**src/rtl/ad574_bus_ctrl_pkg.sv**
```systemverilog
// AD574 bus controller shared definitions.
// Op encodings, address bit positions, FSM states and pin bundle.
package ad574_bus_ctrl_pkg;

    localparam logic OP_READ = 1'b0;
    localparam logic OP_CONV = 1'b1;

    localparam int ADDR_A0   = 0;
    localparam int ADDR_12_8 = 1;

    typedef enum logic [2:0] {
        S_IDLE    = 3'd0,
        S_SETUP   = 3'd1,
        S_ACCESS  = 3'd2,
        S_HOLD    = 3'd3,
        S_STROBE  = 3'd4,
        S_WAIT    = 3'd5,
        S_RECOVER = 3'd6
    } state_e;

    typedef struct packed {
        logic cs_n;
        logic ce;
        logic rc;
        logic a0;
        logic b12;
        logic busy;
    } pins_t;

    localparam pins_t PINS_IDLE = '{
        cs_n: 1'b1, ce: 1'b0, rc: 1'b1,
        a0: 1'b0, b12: 1'b1, busy: 1'b0
    };

    function automatic int unsigned max_of(
        input int unsigned a,
        input int unsigned b
    );
        return (a > b) ? a : b;
    endfunction

endpackage

```
**src/rtl/ad574_sts_sync.sv**
```systemverilog
// Two-flop synchroniser for the asynchronous AD574 STS pin.
// Output is the input delayed by two clocks, reset to 0.
module ad574_sts_sync (
    input  logic clk,
    input  logic rstn,
    input  logic async_i,
    output logic sync_o
);

    logic meta_q;
    logic sync_q;

    // two-stage metastability filter
    always_ff @(posedge clk or negedge rstn) begin
        if (!rstn) begin
            meta_q <= 1'b0;
            sync_q <= 1'b0;
        end else begin
            meta_q <= async_i;
            sync_q <= meta_q;
        end
    end

    assign sync_o = sync_q;

endmodule

```
**src/rtl/ad574_bus_ctrl.sv**
```systemverilog
// AD574 single-operation bus controller.
// Runs one start-conversion or read cycle per accepted request.
module ad574_bus_ctrl
    import ad574_bus_ctrl_pkg::*;
#(
    parameter int unsigned T_SU       = 2,
    parameter int unsigned T_CE       = 3,
    parameter int unsigned T_ACC      = 4,
    parameter int unsigned T_HLD      = 2,
    parameter int unsigned T_REC      = 2,
    parameter int unsigned T_STS_MIN  = 4,
    parameter int unsigned T_CONV_MAX = 4000
) (
    input  logic        clk,
    input  logic        rstn,
    input  logic        op_req,
    input  logic        op,
    input  logic [1:0]  addr,
    output logic        busy,
    output logic [11:0] rd_data,
    output logic        rd_valid,
    output logic        conv_done,
    output logic        err_tmo,
    output logic        ad_cs_n,
    output logic        ad_ce,
    output logic        ad_rc,
    output logic        ad_a0,
    output logic        ad_12_8,
    input  logic        ad_sts,
    input  logic [11:0] ad_data
);

    localparam int unsigned CNT_MAX =
        max_of(max_of(max_of(T_SU, T_CE), max_of(T_ACC, T_HLD)),
               max_of(max_of(T_REC, T_STS_MIN), T_CONV_MAX));
    localparam int CNT_W = $clog2(CNT_MAX + 1);

    localparam logic [CNT_W-1:0] L_SU   = CNT_W'(T_SU - 1);
    localparam logic [CNT_W-1:0] L_CE   = CNT_W'(T_CE - 1);
    localparam logic [CNT_W-1:0] L_ACC  = CNT_W'(T_ACC - 1);
    localparam logic [CNT_W-1:0] L_HLD  = CNT_W'(T_HLD - 1);
    localparam logic [CNT_W-1:0] L_REC  = CNT_W'(T_REC - 1);
    localparam logic [CNT_W-1:0] L_WAIT = CNT_W'(T_CONV_MAX - 1);
    // WAIT counts down from L_WAIT; STS is honoured once
    // T_STS_MIN cycles have elapsed
    localparam logic [CNT_W-1:0] L_CHK  =
        CNT_W'(T_CONV_MAX - 1 - T_STS_MIN);

    state_e            state_q, state_d;
    logic [CNT_W-1:0]  cnt_q, cnt_d;
    logic              op_q, op_d;
    logic [1:0]        addr_q, addr_d;
    pins_t             pins_q, pins_d;
    logic [11:0]       rd_data_q, rd_data_d;
    logic              rd_valid_q, rd_valid_d;
    logic              conv_done_q, conv_done_d;
    logic              err_tmo_q, err_tmo_d;
    logic              sts_s;
    logic              last;

    ad574_sts_sync u_sts_sync (
        .clk     (clk),
        .rstn    (rstn),
        .async_i (ad_sts),
        .sync_o  (sts_s)
    );

    assign last = (cnt_q == '0);

    // next state, request capture and status pulses
    always_comb begin
        state_d     = state_q;
        op_d        = op_q;
        addr_d      = addr_q;
        rd_data_d   = rd_data_q;
        rd_valid_d  = 1'b0;
        conv_done_d = 1'b0;
        err_tmo_d   = 1'b0;
        unique case (state_q)
            S_IDLE: begin
                if (op_req) begin
                    state_d = S_SETUP;
                    op_d    = op;
                    addr_d  = addr;
                end
            end
            S_SETUP: begin
                if (last) begin
                    state_d = (op_q == OP_CONV) ? S_STROBE
                                                : S_ACCESS;
                end
            end
            S_ACCESS: begin
                if (last) begin
                    state_d    = S_HOLD;
                    rd_data_d  = ad_data;
                    rd_valid_d = 1'b1;
                end
            end
            S_HOLD: begin
                if (last) state_d = S_RECOVER;
            end
            S_STROBE: begin
                if (last) state_d = S_WAIT;
            end
            S_WAIT: begin
                if (cnt_q <= L_CHK && !sts_s) begin
                    state_d     = S_RECOVER;
                    conv_done_d = 1'b1;
                end else if (last) begin
                    state_d   = S_RECOVER;
                    err_tmo_d = 1'b1;
                end
            end
            S_RECOVER: begin
                if (last) state_d = S_IDLE;
            end
            default: state_d = S_IDLE;
        endcase
    end

    // phase counter: reload on state entry, count down to 0
    always_comb begin
        cnt_d = cnt_q;
        if (state_d != state_q) begin
            unique case (state_d)
                S_SETUP:   cnt_d = L_SU;
                S_ACCESS:  cnt_d = L_ACC;
                S_HOLD:    cnt_d = L_HLD;
                S_STROBE:  cnt_d = L_CE;
                S_WAIT:    cnt_d = L_WAIT;
                S_RECOVER: cnt_d = L_REC;
                default:   cnt_d = '0;
            endcase
        end else if (!last) begin
            cnt_d = cnt_q - CNT_W'(1);
        end
    end

    // pin levels for the state being entered
    always_comb begin
        pins_d = PINS_IDLE;
        unique case (state_d)
            S_SETUP, S_ACCESS, S_HOLD, S_STROBE: begin
                pins_d.cs_n = 1'b0;
                pins_d.rc   = ~op_d;
                pins_d.a0   = addr_d[ADDR_A0];
                pins_d.b12  = addr_d[ADDR_12_8];
                pins_d.busy = 1'b1;
                pins_d.ce   = (state_d == S_ACCESS) ||
                              (state_d == S_STROBE);
            end
            S_WAIT, S_RECOVER: pins_d.busy = 1'b1;
            default: pins_d = PINS_IDLE;
        endcase
    end

    // state and registered outputs
    always_ff @(posedge clk or negedge rstn) begin
        if (!rstn) begin
            state_q     <= S_IDLE;
            cnt_q       <= '0;
            op_q        <= OP_READ;
            addr_q      <= 2'b00;
            pins_q      <= PINS_IDLE;
            rd_data_q   <= 12'h000;
            rd_valid_q  <= 1'b0;
            conv_done_q <= 1'b0;
            err_tmo_q   <= 1'b0;
        end else begin
            state_q     <= state_d;
            cnt_q       <= cnt_d;
            op_q        <= op_d;
            addr_q      <= addr_d;
            pins_q      <= pins_d;
            rd_data_q   <= rd_data_d;
            rd_valid_q  <= rd_valid_d;
            conv_done_q <= conv_done_d;
            err_tmo_q   <= err_tmo_d;
        end
    end

    assign busy      = pins_q.busy;
    assign ad_cs_n   = pins_q.cs_n;
    assign ad_ce     = pins_q.ce;
    assign ad_rc     = pins_q.rc;
    assign ad_a0     = pins_q.a0;
    assign ad_12_8   = pins_q.b12;
    assign rd_data   = rd_data_q;
    assign rd_valid  = rd_valid_q;
    assign conv_done = conv_done_q;
    assign err_tmo   = err_tmo_q;

endmodule

```
**config.mk**
```make
export PLATFORM = sky130hd
export DESIGN_NAME = ad574_bus_ctrl
export DESIGN_NICKNAME = d
export VERILOG_FILES = /design/src/rtl/ad574_bus_ctrl_pkg.sv /design/src/rtl/ad574_sts_sync.sv /design/src/rtl/ad574_bus_ctrl.sv
export SDC_FILE = /design/constraint.sdc
export NUM_CORES = 1
export LEC_CHECK = 0
export ABC_AREA = 1
export ABC_CLOCK_PERIOD_IN_PS = 2100
export BUFFER_PORTS_ARGS = -buffer_cell sky130_fd_sc_hd__clkbuf_2
export CAP_MARGIN = 30
export CORE_ASPECT_RATIO = 1.4
export CORE_UTILIZATION = 50
export CTS_BUF_LIST = sky130_fd_sc_hd__clkbuf_8
export DETAILED_ROUTE_END_ITERATION = 10
export PLACE_DENSITY = 0.76
export RECOVER_POWER = 25
export SLEW_MARGIN = 20
export SYNTH_ARGS = -nofsm -noshare
export SYNTH_HDL_FRONTEND = slang
export SYNTH_SLANG_ARGS = --single-unit
```
**constraint.sdc**
```tcl
create_clock -name clk -period 2.1 [get_ports clk]
set_input_delay 0 -clock clk [delete_from_list [all_inputs] [get_ports clk]]
set_output_delay 0 -clock clk [all_outputs]
set_load 0.005 [all_outputs]
```
==> results_dict.tcl, run 1 <==
set metrics [dict create \
    r2r-start "cnt_q[0]" \
    cp_data_required_time_ns 2.29 \
    antenna-diode-count 0 \
    gp_congestion 0.876 \
    antenna_found_initial 0 \
    post-route-period-util 0.940 \
    final_area_mm2 0.00264 \
    regToRegEndpoint "ad_a0" \
    path_clk_slew_ns 0.08 \
    hold_depth 5 \
    dp.cells 337 \
    n_fill_cell 282 \
    period_minus_slack_ns 1.97 \
    slew_viol_final 0 \
    setup_viol 0 \
    cts_root_buf "clkbuf_8" \
    syn_avg_cell_area_um2 7.97 \
    die_height_um 76.8 \
    p_leak_nw 1.48 \
    wl_per_cell_um 14.2 \
    cpPeakStageDelay_ns 0.43 \
    grt_pass1_vias 1868 \
    wirelength_mm 5.20 \
    seq_area_frac_synth 0.515 \
    drc_errors 0 \
    synth_nets 271 \
    ys_types 29 \
    crit_path_end_kind "flip-flop" \
    port-buffer-count 39 \
    final_common_cell "nand2_1" \
    crit_arrival_ns 2.16 \
    clock-sinks 41 \
    detail-route-antenna-nets 0 \
    worstPathCellList "inv_2 -> ha_2 -> nand2_4 -> nor2_8 -> nand2_4 -> nand2_2 -> nand3_2 -> nor2_4 -> buf_6 -> nor2_1 -> nand2_1 -> nand3_2 -> nand2_1 -> inv_1" \
    synth_edf_count 0 \
    yosys_most_used_dff "dfrtp_1" \
    area_growth_pct 32.1 \
    synth_warnings 0 \
    nNetsFinal 344 \
    outcome "finished, final reports clean" \
    path_buf_inv 3 \
    worstHoldStart "op_req" \
    fmax_mhz 507 \
    grt_pass1_wl_mm 7.95 \
    place_ws_ns 0.0481 \
    die-width_um 55.5 \
    cp_max_fo 7 \
    holdCritPathClass "in2reg" \
    vdd_drop_max_uv 557 \
    drt-initial-drc-count 86 \
    rows 26 \
    fin_cells 367 \
    relSlewSlack 0.441 \
    cts_buffers 5 \
    via_per_inst 5.09 \
    worstMarginPinSlew_ns 0.838 \
    cts_tree "built" \
    cap_viol_max_count 0 \
    io_pins 40 \
    start_kind "flip-flop" \
    reg2reg_depth 14 \
    setup_tns_ns 0 \
    core_mm2 0.00374 \
    skew_ns 0.0144 \
    grt_use_total 0.242 \
    first_pass_iters 4 \
    r2r_slack_ns 0.13 \
    hold_path_end "op_q" \
    clock_path_buffers 2 \
    grt_start_max_net_pins 41 \
    crit_family "simple AND/OR/NAND/NOR gates" \
    num_vias 1867 \
    htreeDepth 2 \
    finalHoldViolCount 0 \
    syn_area_mm2 0.00200 \
    hpwl_mm 3.14 \
    fin_ws_ns 0.126 \
    die-area_mm2 0.00426 \
    overflow 0 \
    worstSkewPairLatency_ns 0.30 \
    post_dp_cell_area_mm2 0.00229 \
    total_power_mw 1.48 \
    synthCells 251 \
    critPathKind "reg2reg" \
    start_util 0.535 \
    power.density_mw_per_mm2 559 \
    ys_seq_elements 41 \
    drive_above_1_share 0.255 \
    slowest_stage "dfrtp_1" \
    async_flop_share 1.00 \
    layout_common_cells "nand2_1, dfrtp_1, clkbuf_2, inv_1" \
]
-- flip-flops by register name (all words and copies together), names as in the netlist --
register           cells
busy                   1
state_q                3
rd_data               12
cnt_q                 12
ad_cs_n                1
ad_rc                  1
ad_12_8                1
u_sts_sync.sync_o      1
ad_a0                  1
op_q                   1
rd_valid               1
addr_q                 2
err_tmo                1
ad_ce                  1
conv_done              1
u_sts_sync.meta_q      1
-- final cells by class --
class / count / area, µm² / area share
flip-flops and latches: 41 / 1030 / 0.390
multi-input cells: 174 / 873 / 0.330
repair buffers: 68 / 452 / 0.171
inverters: 34 / 128 / 0.0483
clock buffers: 5 / 68.8 / 0.0260
well taps: 42 / 52.6 / 0.0199
clock inverters: 3 / 38.8 / 0.0147
-- logic make-up after synthesis --
logic type               after synthesis  share of synthesized area
XOR/XNOR                               4                     0.0175
adder cells (fa/ha/maj)                1                    0.00625
AO/OA/AOI/OAI                         24                     0.0632
flip-flops                            41                      0.515
AND/OR/NAND/NOR                      144                      0.325
buffers and inverters                 37                     0.0738
-- cell usage after synthesis (2+ instances only) --
library cell   n  area [µm²]
nand2_2        5        31.3
inv_2          3        11.3
dfstp_2        3        78.8
xor2_1         4        35.0
nor2_4         2        22.5
nand3_2        2        20.0
inv_1         31         116
dfrtp_1       38         951
nand2_1       89         334
o21ai_0       10        50.1
a21oi_1        8        40.0
nor2_1        17        63.8
nor2_2         3        18.8
o21ai_1        4        20.0
nand3_1       13        65.1
nor3_1         6        30.0
-- worst reg2reg max path, delay by kind of cell, from the launching register on --
family,cells,cell delay (ns)
and+or+nand+nor,10,0.98
buffers and inverters,3,0.24
DFF,1,0.43
adders and majority gates,1,0.21
-- how the worst max path moves through the flow --
stage | from | to | slack [ns] | cells past startpoint
6_report | cnt_q[0] | ad_a0 | 0.13 | 14
5_1_grt | cnt_q[0] | ad_a0 | -0.03 | 14
4_1_cts | cnt_q[0] | cnt_q[9] | 0.03 | 15
3_5_place_dp | cnt_q[0] | cnt_q[9] | 0.05 | 15
3_3_place_gp | cnt_q[0] | cnt_q[11] | 0.10 | 15
2_1_floorplan | cnt_q[0] | cnt_q[4] | 0.26 | 14
-- routing by layer --
layer | track usage | up-vias | share of wire
met1 | 0.243 | 873 | 0.37
li1 | - | 922 | -
met3 | 0.0506 | 19 | 0.038
met5 | 0 | - | 0
met4 | 0.158 | 0 | 0.040
met2 | 0.442 | 53 | 0.55
-- timing repair --
item | CTS | global route
setup buffers | 0 | 3
resized for setup | 0 | 14
endpoints found under the hold margin | 56 | 0
hold buffers | 17 | 0
setup endpoints to repair | 0 | 16
-- where the power goes --
part / leakage [nW] / internal, mW / total, mW / switching (mW)
clock: 0.0593 / 0.348 / 0.624 / 0.276
combinational: 0.962 / 0.0342 / 0.0605 / 0.0263
sequential: 0.461 / 0.791 / 0.792 / 0.000416
-- stage by stage --
step / util / hold WS, ns
after floorplan: - / -0.296
after global placement: 0.612 / 0.109
after detailed placement: 0.612 / 0.110
after CTS: 0.686 / 0.145
after global routing: 0.706 / 0.189
final: 0.706 / 0.160
No activity file was read; power rests on OpenSTA's default activity.
==> inputs of run 2 (changes only) <==
- CORE_UTILIZATION: 50 -> 40
- PLACE_DENSITY: 0.76 -> 0.63
==> run 2 against run 1 <==
  * Hold slack lost 0.025 ns
  * Critical path depth is the same
  * Count of clock-buffer cells in the layout grew 1
  * Global-route usage shrank 3.8 points
  * Cell count grew 7.6%
  * First-iteration DRC count shrank 14%
  * Total power grew 2.3%
  * Largest cell class unchanged
==> results_dict.tcl, run 2 (synthesis results as in run 1) <==
set metrics [dict create \
    rows 30 \
    num_vias 1836 \
    drt-initial-drc-count 74 \
    fmax_mhz 505 \
    relSlewSlack 0.336 \
    r2r_slack_ns 0.12 \
    finalHoldViolCount 0 \
    overflow 0 \
    nNetsFinal 350 \
    vdd_drop_max_uv 440 \
    antenna_found_initial 0 \
    worstSkewPairLatency_ns 0.29 \
    hold_depth 5 \
    holdCritPathClass "in2reg" \
    hpwl_mm 3.16 \
    first_pass_iters 4 \
    power.density_mw_per_mm2 553 \
    die_height_um 85.7 \
    antenna-diode-count 0 \
    post-route-period-util 0.944 \
    io_pins 40 \
    path_clk_slew_ns 0.08 \
    seqPwrFrac 0.524 \
    wirelength_mm 4.72 \
    outcome "finished, final reports clean" \
    skew_ns 0.00526 \
    layout_common_cells "nand2_1, dfrtp_1, clkbuf_2, inv_1, buf_4" \
    setup_viol 0 \
    cp_data_required_time_ns 2.28 \
    p_leak_nw 1.51 \
    grt_start_max_net_pins 42 \
    wl_per_cell_um 12.0 \
    switchingPower_mw 0.301 \
    fin_ws_ns 0.118 \
    start_util 0.413 \
    crit_path_end_kind "flip-flop" \
    clkPwrFrac 0.438 \
    gp_congestion 0.882 \
    port-buffer-count 39 \
    grt_use_total 0.205 \
    grt_pass1_vias 1809 \
    die-width_um 61.8 \
    worstSetupEndpoint "cnt_q[8]" \
    regToRegEndpoint "cnt_q[8]" \
    p_int_mw 1.21 \
    cap_viol_max_count 0 \
    drc_errors 0 \
    detail-route-antenna-nets 0 \
    critPathKind "reg2reg" \
    slew_viol_final 0 \
    start_kind "flip-flop" \
    cts_tree "built" \
    clock-sinks 41 \
    power_frac_comb 0.038 \
    reg2reg_depth 14 \
    cts_buffers 5 \
    period_minus_slack_ns 1.98 \
    via_per_inst 4.65 \
    worstMarginPinSlew_ns 0.996 \
    cp_max_fo 7 \
    final_common_cell "nand2_1" \
    area_growth_pct 36.6 \
    r2r-start "cnt_q[0]" \
    power.share.switching 0.199 \
    total_power_mw 1.51 \
    htreeDepth 2 \
    drive_above_1_share 0.275 \
    grt_pass1_wl_mm 7.93 \
    place_ws_ns 0.0464 \
    clock_path_buffers 2 \
    die-area_mm2 0.00529 \
    cts_root_buf "clkbuf_8" \
    core_mm2 0.00484 \
    crit_arrival_ns 2.17 \
    cp-startpoint "cnt_q[0]" \
]
[run 2: through the flow]
| stage | hold slack (ns) | cells | util | cell area [µm²] | TNS [ns] |
|---|---|---|---|---|---|
| floorplan | -0.296 | 251 | - | 2000 | 0 |
| global placement | 0.0999 | 359 | 0.478 | 2320 | 0 |
| detailed placement | 0.105 | 359 | 0.478 | 2320 | 0 |
| CTS | 0.134 | 384 | 0.538 | 2610 | 0 |
| global route | 0.174 | 395 | 0.565 | 2730 | -0.0589 |
| finish | 0.134 | 395 | 0.565 | 2730 | 0 |
[run 2: cell type report]
cell class	instances	area (µm²)
Clock buffer	6	82.6
Clock inverter	2	37.5
Fill cell	448	2110
Inverter	34	128
Multi-Input combinational cell	173	873
Sequential cell	41	1030
Tap cell	64	80.1
Timing Repair Buffer	75	502
[run 2: what timing repair did]
| action | in CTS | in global routing |
|---|---|---|
| hold buffers | 17 | 0 |
| setup endpoints to repair | 0 | 21 |
| endpoints found under the hold margin | 56 | 0 |
| gates resized for setup | 0 | 16 |
| setup buffers | 0 | 11 |
[run 2: worst max-delay path, stage by stage (launching register included)]
cell and delay, ns:
dfrtp_1 0.41, inv_1 0.12, ha_4 0.16, nand2_4 0.07, nor2_8 0.13, nand2_4 0.10, nand2_2 0.08, nand3_2 0.09
nor2_4 0.11, nand2_2 0.10, nand2_4 0.13, buf_4 0.15, a21oi_1 0.05, o21ai_1 0.11, inv_1 0.05
[run 2: worst min-delay path by stage]
stage / start / to / slack [ns]
after floorplan: rstn / ad_a0 / -0.30
after global placement: rstn / cnt_q[7] / 0.1
after detailed placement: rstn / cnt_q[7] / 0.10
after CTS: op_req / op_q / 0.13
after global routing: op_req / addr_q[0] / 0.17
final: op_req / addr_q[0] / 0.13
[run 2: routing by layer]
metal,wire (µm),vias to the layer above,GRT usage
met5,0,-,0
met4,134,0,0.0990
met3,156,13,0.0407
met2,2590,39,0.355
met1,1840,850,0.230
li1,-,934,-
[run 2: power by group through the flow]
| stage | registers, mW | logic, mW | clock network [mW] |
|---|---|---|---|
| floorplan | 0.807 | 0.00141 | 0 |
| global placement | 0.807 | 0.0347 | 0 |
| detailed placement | 0.807 | 0.0348 | 0 |
| CTS | 0.791 | 0.0592 | 0.680 |
| global route | 0.792 | 0.0657 | 0.704 |
| finish | 0.791 | 0.0573 | 0.662 |
==> inputs of run 3 (changes only) <==
- CORE_UTILIZATION: 40 -> 55
- PLACE_DENSITY: 0.63 -> 0.82
==> run 3 against run 2 <==
  * Critical path depth is 2 lower
  * Critical path type unchanged
  * Largest power group unchanged
  * Non-clock buffer count is 7 lower
  * Maximum frequency hardly changed
  * Global-route usage is 8.5 points higher
  * Via count is 3.8% higher
  * Largest cell class unchanged
  * Sequential cell count stayed put
  * Sequential share of layout area is 1.7 points higher
  * Die area is 27% lower
  * Clock power is 26% lower
  * Clock skew is 0.0017 ns higher
  * First-iteration DRC count is 32% higher
==> results_dict.tcl, run 3 (synthesis results as in run 1) <==
set metrics [dict create \
    grt_pass1_vias 1825 \
    cpPeakStageDelay_ns 0.42 \
    post-route-period-util 0.944 \
    clock_path_buffers 2 \
    r2r_slack_ns 0.12 \
    cts_buffers 5 \
    wirelength_mm 5.01 \
    drive_above_1_share 0.269 \
    setup_viol 0 \
    grt_start_max_net_pins 40 \
    power.density_mw_per_mm2 514 \
    p_leak_nw 1.47 \
    cp_data_required_time_ns 2.33 \
    num_vias 1906 \
    finalHoldViolCount 0 \
    fin_cells 364 \
    skew_ns 0.00692 \
    die-area_mm2 0.00389 \
    crit_arrival_ns 2.21 \
    htreeDepth 2 \
    path_buf_inv 2 \
    grt_pass1_wl_mm 8.00 \
    worstSkewPairLatency_ns 0.30 \
    vdd_drop_max_uv 636 \
    post_dp_cell_area_mm2 0.00229 \
    slew_viol_final 0 \
    overflow 0 \
    slowest_stage "dfrtp_1" \
    holdCritPathClass "in2reg" \
    antenna-diode-count 0 \
    io_pins 40 \
    outcome "finished, final reports clean" \
    fmax_mhz 504 \
    core_mm2 0.00341 \
    wl_per_cell_um 13.8 \
    drt-initial-drc-count 98 \
    crit_family "simple AND/OR/NAND/NOR gates" \
    die_height_um 73.4 \
    rows 25 \
    nNetsFinal 343 \
    antenna_found_initial 0 \
    crit_path_end_kind "flip-flop" \
    critPathKind "reg2reg" \
    area_growth_pct 30.8 \
    port-buffer-count 39 \
    drc_errors 0 \
    hpwl_mm 3.17 \
    layout_common_cells "nand2_1, clkbuf_2, dfrtp_1, inv_1" \
    final_common_cell "nand2_1" \
    relSlewSlack 0.510 \
    fin_util 0.767 \
    cap_viol_max_count 0 \
    worstMarginPinSlew_ns 0.735 \
    period_minus_slack_ns 1.98 \
    setup_tns_ns 0 \
    die-width_um 53.0 \
    cts_tree "built" \
    worstPathCellList "inv_1 -> nand2_1 -> nor2_1 -> nand3_1 -> nand3_2 -> nor2_4 -> buf_4 -> nor2_1 -> nand2_2 -> nand3_1 -> nand2_1 -> a21oi_2" \
    final_area_mm2 0.00262 \
    cts_root_buf "clkbuf_8" \
    detail-route-antenna-nets 0 \
    clock-sinks 41 \
    first_pass_iters 5 \
    via_per_inst 5.24 \
    gp_congestion 0.947 \
    grt_use_total 0.290 \
    path_clk_slew_ns 0.07 \
    dp.cells 335 \
    start_kind "flip-flop" \
    cp_max_fo 6 \
    start_util 0.587 \
]
[run 3: changes by cell type in the layout (fill, tap and decap cells not counted), moves of 2 or more]
cell      change
clkbuf_1      -2
o21ai_0       +3
clkbuf_2      +2
nand2_1       -3
inv_1         +2
o21ai_1       -3
buf_4         -7
nand2_2       +3
[run 3: cell type report]
cell class | instances | area (µm²)
Clock buffer | 5 | 68.8
Clock inverter | 3 | 15.0
Fill cell | 212 | 793
Inverter | 34 | 130
Multi-Input combinational cell | 173 | 870
Sequential cell | 41 | 1030
Tap cell | 40 | 50.0
Timing Repair Buffer | 68 | 452
[run 3: timing repair]
action / in CTS / in global routing
endpoints found under the setup margin: 1 / 21
hold endpoints to repair: 56 / 0
pin swaps: 0 / 4
buffers inserted: 0 / 3
hold buffers: 17 / 0
gates resized for setup: 1 / 13
[run 3: power by group]
part | internal, mW | switching, mW | leakage (nW)
sequential | 0.791 | 0.000440 | 0.459
clock | 0.225 | 0.267 | 0.0467
combinational | 0.0342 | 0.0267 | 0.963
total | 1.05 | 0.294 | 1.47
[run 3: final timing paths]
path / from / end / depth (start not counted)
worst min-delay path: op_req / ad_12_8 / 5
worst max register to register: state_q[1] / cnt_q[1] / 12
min in group asynchronous: rstn / rd_data[10] / 2
worst min register to register: u_sts_sync.meta_q / u_sts_sync.sync_o / 0
worst max-delay path: state_q[1] / cnt_q[1] / 12
max in group asynchronous: rstn / ad_rc / 4
[run 3: metal layers]
metal | global-route usage | wire length, µm
met1 | 0.347 | 1940
met2 | 0.491 | 2640
met3 | 0.0476 | 233
met4 | 0.149 | 197
met5 | 0 | 0
[run 3: worst reg2reg max path, cell delays in order (launching register included)]
cell and delay, ns:
dfrtp_1 0.42, inv_1 0.17, nand2_1 0.14, nor2_1 0.22
nand3_1 0.13, nand3_2 0.12, nor2_4 0.04, buf_4 0.15
nor2_1 0.12, nand2_2 0.10, nand3_1 0.12, nand2_1 0.07
a21oi_2 0.12
[run 3: through the flow]
step	setup slack, ns	hold WS (ns)	power (mW)
6_report	0.117	0.160	1.34
3_5_place_dp	0.00293	0.112	0.841
2_1_floorplan	0.258	-0.296	0.808
4_1_cts	0.0571	0.135	1.34
3_3_place_gp	0.113	0.110	0.841
5_1_grt	-0.0205	0.191	1.39
